File: src/rtl/mem_wb_pipe.sv
// MEM->WB pipeline register chain of DEPTH stages with valid bits, flush, freeze, occupancy and hazard detect.
// Latency: DEPTH-1 cycles from capture edge to outputs, plus one per frozen cycle.
// Backpressure: freeze holds every stage and ignores inputs; flush squashes all stages and drops the input.
module mem_wb_pipe #(
    parameter int DATA_W = 32,
    parameter int REG_W  = 4,
    parameter int DEPTH  = 2
) (
    input  logic              clk,
    input  logic              rst,
    input  logic              freeze,
    input  logic              flush,
    input  logic              in_valid,
    input  logic              WB_EN_in,
    input  logic              Mem_R_EN_in,
    input  logic [REG_W-1:0]  dest_in,
    input  logic [DATA_W-1:0] Mem_Data_in,
    input  logic [DATA_W-1:0] ALU_res_in,
    input  logic [REG_W-1:0]  src1,
    input  logic [REG_W-1:0]  src2,
    output logic              out_valid,
    output logic              WB_EN,
    output logic              Mem_R_EN,
    output logic [REG_W-1:0]  dest,
    output logic [DATA_W-1:0] Mem_Data,
    output logic [DATA_W-1:0] ALU_res,
    output logic [DATA_W-1:0] wb_value,
    output logic              hazard1,
    output logic              hazard2,
    output logic [2:0]        occupancy
);

    if (DEPTH < 1 || DEPTH > 4) begin : g_depth_check
        $error("mem_wb_pipe: DEPTH must be in 1..4");
    end

    typedef struct packed {
        logic              vld;
        logic              wb_en;
        logic              mem_r_en;
        logic [REG_W-1:0]  dest;
        logic [DATA_W-1:0] mem_dat;
        logic [DATA_W-1:0] alu_res;
    } stage_t;

    stage_t     stage_q [DEPTH];
    stage_t     stage_d [DEPTH];
    stage_t     in_stage;
    logic [2:0] occ_q;
    logic [2:0] occ_d;

    // Next-state: flush beats freeze beats advance; bubbles enter fully zeroed
    always_comb begin
        in_stage = '0;
        if (in_valid) begin
            in_stage.vld      = 1'b1;
            in_stage.wb_en    = WB_EN_in;
            in_stage.mem_r_en = Mem_R_EN_in;
            in_stage.dest     = dest_in;
            in_stage.mem_dat  = Mem_Data_in;
            in_stage.alu_res  = ALU_res_in;
        end
        occ_d = occ_q;
        for (int k = 0; k < DEPTH; k++) begin
            stage_d[k] = stage_q[k];
        end
        if (flush) begin
            occ_d = 3'd0;
            for (int k = 0; k < DEPTH; k++) begin
                stage_d[k] = '0;
            end
        end else if (!freeze) begin
            stage_d[0] = in_stage;
            for (int k = 1; k < DEPTH; k++) begin
                stage_d[k] = stage_q[k-1];
            end
            occ_d = occ_q + {2'b00, in_valid} - {2'b00, stage_q[DEPTH-1].vld};
        end
    end

    // Stage registers and occupancy counter with synchronous reset
    always_ff @(posedge clk) begin
        if (rst) begin
            occ_q <= 3'd0;
            for (int k = 0; k < DEPTH; k++) begin
                stage_q[k] <= '0;
            end
        end else begin
            occ_q <= occ_d;
            for (int k = 0; k < DEPTH; k++) begin
                stage_q[k] <= stage_d[k];
            end
        end
    end

    // Forwarding hazard: any valid in-flight stage that will write srcX
    always_comb begin
        hazard1 = 1'b0;
        hazard2 = 1'b0;
        for (int k = 0; k < DEPTH; k++) begin
            if (stage_q[k].vld && stage_q[k].wb_en && (stage_q[k].dest == src1)) begin
                hazard1 = 1'b1;
            end
            if (stage_q[k].vld && stage_q[k].wb_en && (stage_q[k].dest == src2)) begin
                hazard2 = 1'b1;
            end
        end
    end

    // Outputs come straight from the last stage; enables gated by its valid
    always_comb begin
        out_valid = stage_q[DEPTH-1].vld;
        WB_EN     = stage_q[DEPTH-1].vld & stage_q[DEPTH-1].wb_en;
        Mem_R_EN  = stage_q[DEPTH-1].vld & stage_q[DEPTH-1].mem_r_en;
        dest      = stage_q[DEPTH-1].dest;
        Mem_Data  = stage_q[DEPTH-1].mem_dat;
        ALU_res   = stage_q[DEPTH-1].alu_res;
        wb_value  = Mem_R_EN ? stage_q[DEPTH-1].mem_dat : stage_q[DEPTH-1].alu_res;
        occupancy = occ_q;
    end

endmodule

File: config.mk
export PLATFORM = sky130hd
export DESIGN_NAME = mem_wb_pipe
export DESIGN_NICKNAME = d
export VERILOG_FILES = /design/src/rtl/mem_wb_pipe.sv
export SDC_FILE = /design/constraint.sdc
export NUM_CORES = 1
export LEC_CHECK = 0
export CORE_UTILIZATION = 50
export CTS_BUF_LIST = sky130_fd_sc_hd__clkbuf_8
export CTS_CLUSTER_DIAMETER = 100
export DETAILED_ROUTE_END_ITERATION = 8
export PLACE_DENSITY = 0.85
export SLEW_MARGIN = 20
export SYNTH_ARGS = -nofsm -noshare
export SYNTH_HDL_FRONTEND = slang
export SYNTH_SLANG_ARGS = --single-unit
File: constraint.sdc
create_clock -name clk -period 5.5 [get_ports clk]
set_clock_uncertainty 0.15 [all_clocks]
set_input_delay 0.55 -clock clk [delete_from_list [all_inputs] [get_ports clk]]
set_output_delay 0.55 -clock clk [all_outputs]
set_load 0.02 [all_outputs]
# Yosys cells after proc, flatten, opt, wreduce, memory -nomap -nowiden
# Memory sizes are Yosys's and may differ from the RTL's.
# Cells that the tools add are included.
[word_totals]
register_bits = 3
ramBits = 142
input_bits = 83
output_inout_bits = 108
word_cells = 32
mem_count = 1
[mem_list]
columns = ["name", "depth", "width", "read_ports", "rd_ports_with_merged_regs", "wr", "line", "text"]
rows = [
  ["stage_q", 2, 71, 2, 0, 2, "46", "stage_t stage_q [DEPTH];"],
]
[classes]
addsub = 2
n_eq_ne = 4
mux = 13
bitwise_logic = 4
n_reduce_logical = 7
[ops]
columns = ["operator", "n"]
rows = [
  ["$mux W142", 2],
  ["$mux W71", 3],
  ["$mux W32", 1],
  ["$eq A4 B4 Y1", 4],
  ["$mux W1", 7],
  ["$logic_and A1 B1 Y1", 6],
  ["$add A3 B1 Y3", 1],
  ["$sub A3 B1 Y3", 1],
  ["$and A1 B1 Y1", 2],
  ["$or A1 B1 Y1", 2],
  ["$reduce_or A2 Y1", 1],
]

# Logic depth before layout (Yosys ltp)
[logic_depth]
ltp_word = 4
ltp_mapped = 9
ltp_nobuf = 9

# Worst setup path before layout
# OpenSTA, ideal clock, no wires.
[synth_timing]
path_type = "flip-flop to flip-flop"
from = "memory stage_q[0][141] (netlist bit)"
to = "register occ_q[2], in the netlist occupancy[2]"
setup_ns = 0.070
t_arrival_ns = 1.896
required_ns = 5.280
slack_ns = 3.384
path_stages_with_launch = 9
path_buffers = 0
synth_period_minus_slack_ns = 2.116
path_cell_list = "dfxtp_1 ha_1 inv_1 ha_1 inv_1 fa_1 xnor2_1 or3_1 a21oi_1"
[synth_rtl]
columns = ["element", "line", "text"]
rows = [
  ["from (decl)", "46", ""],
  ["to (signal assigned)", "84", "occ_q <= 3'd0;"],
  ["to (signal assigned)", "89", "occ_q <= occ_d;"],
  ["to (decl)", "49", "logic [2:0] occ_q;"],
]

==> key figures <==
Routing
  • Antenna viol nets, final: 0
  • DR pass1 iterations: 6
  • 1st-iter DRT viols: 258
  • Drt total wl: 13140 µm
  • Post-route DRC violation count: 0
  • Routed vias/inst: slightly above 5
  • Vias: 4529
  • WL per Instance: 14.97 µm

Die
  • Die height: around 110 µm
  • Num rows: 40
  • Die Area: approximately 13000 µm²
  • Die width: 112.8 µm
  • Core ar.: 12010 µm²
  • Io pins: 191
  • Initial Util: 51.15%

Yosys
  • Synth Flop Type: dfxtp_1
  • Mapped Cells: 617
  • Synth cell count leaders: dfxtp_1 (145), nor2_1 (145), buf_4 (77), mux2i_1 (72), a22oi_1 (70)
  • Synth async-reset ratio: 0%
  • Post-synth top area share: 47.25%
  • #FFs+latches synth: around 150
  • EDFF count, synth: 0
  • Netlist cell types: 25
  • Yosys top cell by area: dfxtp_1
  • Yosys warns: 0
  • Sequential fraction of the synthesis area: 47.25%
  • Post-Synthesis Cell Area: between 6000 and 7000 µm²
  • Synth area leaders: dfxtp_1 (47%), mux2i_1 (12%), buf_4 (9.4%)
  • Syn Nets: roughly 700
  • Syn_area_per_cell: 9.957 µm²

STA
  • RSZ-0062 raised after global routing: false
  • Fmax: about 310 MHz
  • Final period utilization: 57.91%
  • Worst slew margin: 33.12%
  • Final setup violation count: 0
  • Total negative slack: 0 ns
  • Final worst slack: 2.315 ns
  • Worst-Margin Slew: 1.003 ns
  • Pins Over Slew Limit: 0
  • Final hold vios: 0
  • Post-route minimum period: 3.185 ns

Setup path
  • R2R Path Start: stage_q[0][141]$_SDFFE_PP0N_
  • WP data required: 4.80 ns
  • Critical path class: reg -> out
  • Critical Path AT: around 2.5 ns
  • FF-to-FF End: occupancy[2]$_SDFFE_PP0N_
  • R2R setup slack: 3.38 ns
  • R2R cell count: 8
  • Crit-path cells: nand2_2, mux2_2, clkdlybuf4s50_1
  • CP Launch Type: flip-flop
  • Crit. End Element: output pin
  • Worst Path Buf+Inv: 1
  • Slowest-stage cell, CP: clkdlybuf4s50_1
  • Worst-path maximum fanout: 33
  • CP max stage delay: 0.57 ns
  • CP delay by family, top: buffers and inverters

Power
  • Pwr Total: 2.064 mW
  • Leakage: 3.053 nW
  • Pwr dens: 262.0 nW/µm²
  • Maximum vdd drop: 0.1239 mV

Global routing
  • Antenna violations before repair: 0
  • First-pass GRT wire length: ~21000 µm
  • Gr ovfl total: 0
  • Vias in the first global route: 4352
  • Largest net degree at the start of global routing: 85
  • Gr usage total: around 20%

Clocking
  • Hold-fix buffers, CTS: 0
  • Clock Latency Late Sink: 0.43 ns
  • CTS tree: built
  • Num CTS Buffers: 17
  • Clk buf depth: 2
  • Setup bufs post-CTS: 0
  • H-tree Lvls: 4
  • CTS Sinks: ~150
  • Clock Pin Slew Worst Setup and Hold Paths: approximately 0.08 ns
  • Root Driver: clkbuf_8
  • Post_cts resized: 0

Place
  • Placer Congestion: 0.8314
  • Setup WS pre-CTS: 2.609 ns
  • PortBufs: between 150 and 200
  • DP HPWL: 8760 µm

Worst hold path
  • Hold WC Path Type: reg -> reg
  • HP Start: occupancy[2]$_SDFFE_PP0N_
  • Hold Path End: occupancy[2]$_SDFFE_PP0N_
  • Hold depth: 2

Cells and area
  • Fill cells: 953
  • Nets: 804
  • P&R area growth vs syn: 28.25%
  • Reg area: 2903 µm²
  • Share of layout cells above drive strength 1: 9.576%
  • Multi-input logic area: 2451 µm²
  • Final standard cell utilization of the core: 65.59%
  • Diode count: 0

Job
  • MaxCap Viol Count: 0

Run status
  • Outcome: finished clean
## cell usage in the layout, fill, tap and decap left out, drive strengths merged, types with 2 or more instances in the layout
master         Yosys  layout
nand4              2       2
nand3              2       2
clkinvlp           0       4
dfxtp            145     145
a22oi             70      70
mux2              32      32
ha                 2       2
buf              102       4
xor2               8       8
bufinv             0       2
nor2             145     145
mux2i             72      72
nand2              2       2
clkdlybuf4s50      0     189
clkinv             0       4
a21oi              3       3
clkbuf             9      19
xnor2              9       9
o31ai              2       2
inv                5       8
nor3               2       2
## metal layers
layer	vias up	share of wire, %	track usage, %
li1	2238	-	-
met1	2118	44	24.71
met2	151	47	34.44
met3	22	6.5	6.374
met4	0	1.7	8.000
met5	-	0	0
## registers in the layout (all words and copies together), names as in the netlist
signal	flops
stage_q	142
occupancy	3
## stage by stage
step	area, µm²	cells	hold WS (ns)
after floorplan	6143	617	0.3108
after global placement	7482	846	0.3179
after detailed placement	7482	846	0.3332
after CTS	7879	878	0.3491
after global routing	7879	878	0.3769
final	7879	878	0.3471
## logic make-up after synthesis
kind of cell / after synthesis / synth area share, %
compound gates: 76 / 9.124
mux: 104 / 17.60
buf+inv: 116 / 13.01
flops: 145 / 47.25
simple gates: 156 / 9.858
fa+ha+maj: 3 / 0.7331
xor+xnor: 17 / 2.424
## layout make-up
type	instances	share of cell area, %
multi-input combinational	356	31.11
sequential	145	36.84
tap	147	2.334
clock buffer	19	3.319
timing repair buffer	193	24.44
clock inverter	13	1.715
inverter	5	0.2382
## power by group
group          switching (mW)  leakage (nW)  internal [mW]
logic                  0.0790          1.69         0.0927
clock network           0.395         0.196          0.426
registers             0.00866          1.17           1.06
## worst min-delay path: stages (launching register included)
cell	delay (ns)
dfxtp_1	0.32
o21ai_0	0.07
a21oi_1	0.06
## worst max-delay path by stage
stage               cells past startpoint  slack, ns                    startpoint                         to
finish                                  3       2.31  stage_q[0][141]$_SDFFE_PP0N_                wb_value[4]
global route                            3       2.18  stage_q[0][141]$_SDFFE_PP0N_                wb_value[4]
CTS                                     3       2.26  stage_q[0][141]$_SDFFE_PP0N_                wb_value[4]
detailed placement                      6       2.61                       src1[0]                    hazard1
global placement                        6       2.61                       src1[0]                    hazard1
floorplan                               8       3.38  stage_q[0][141]$_SDFFE_PP0N_  occupancy[2]$_SDFFE_PP0N_
No activity file was read; power rests on OpenSTA's default activity.
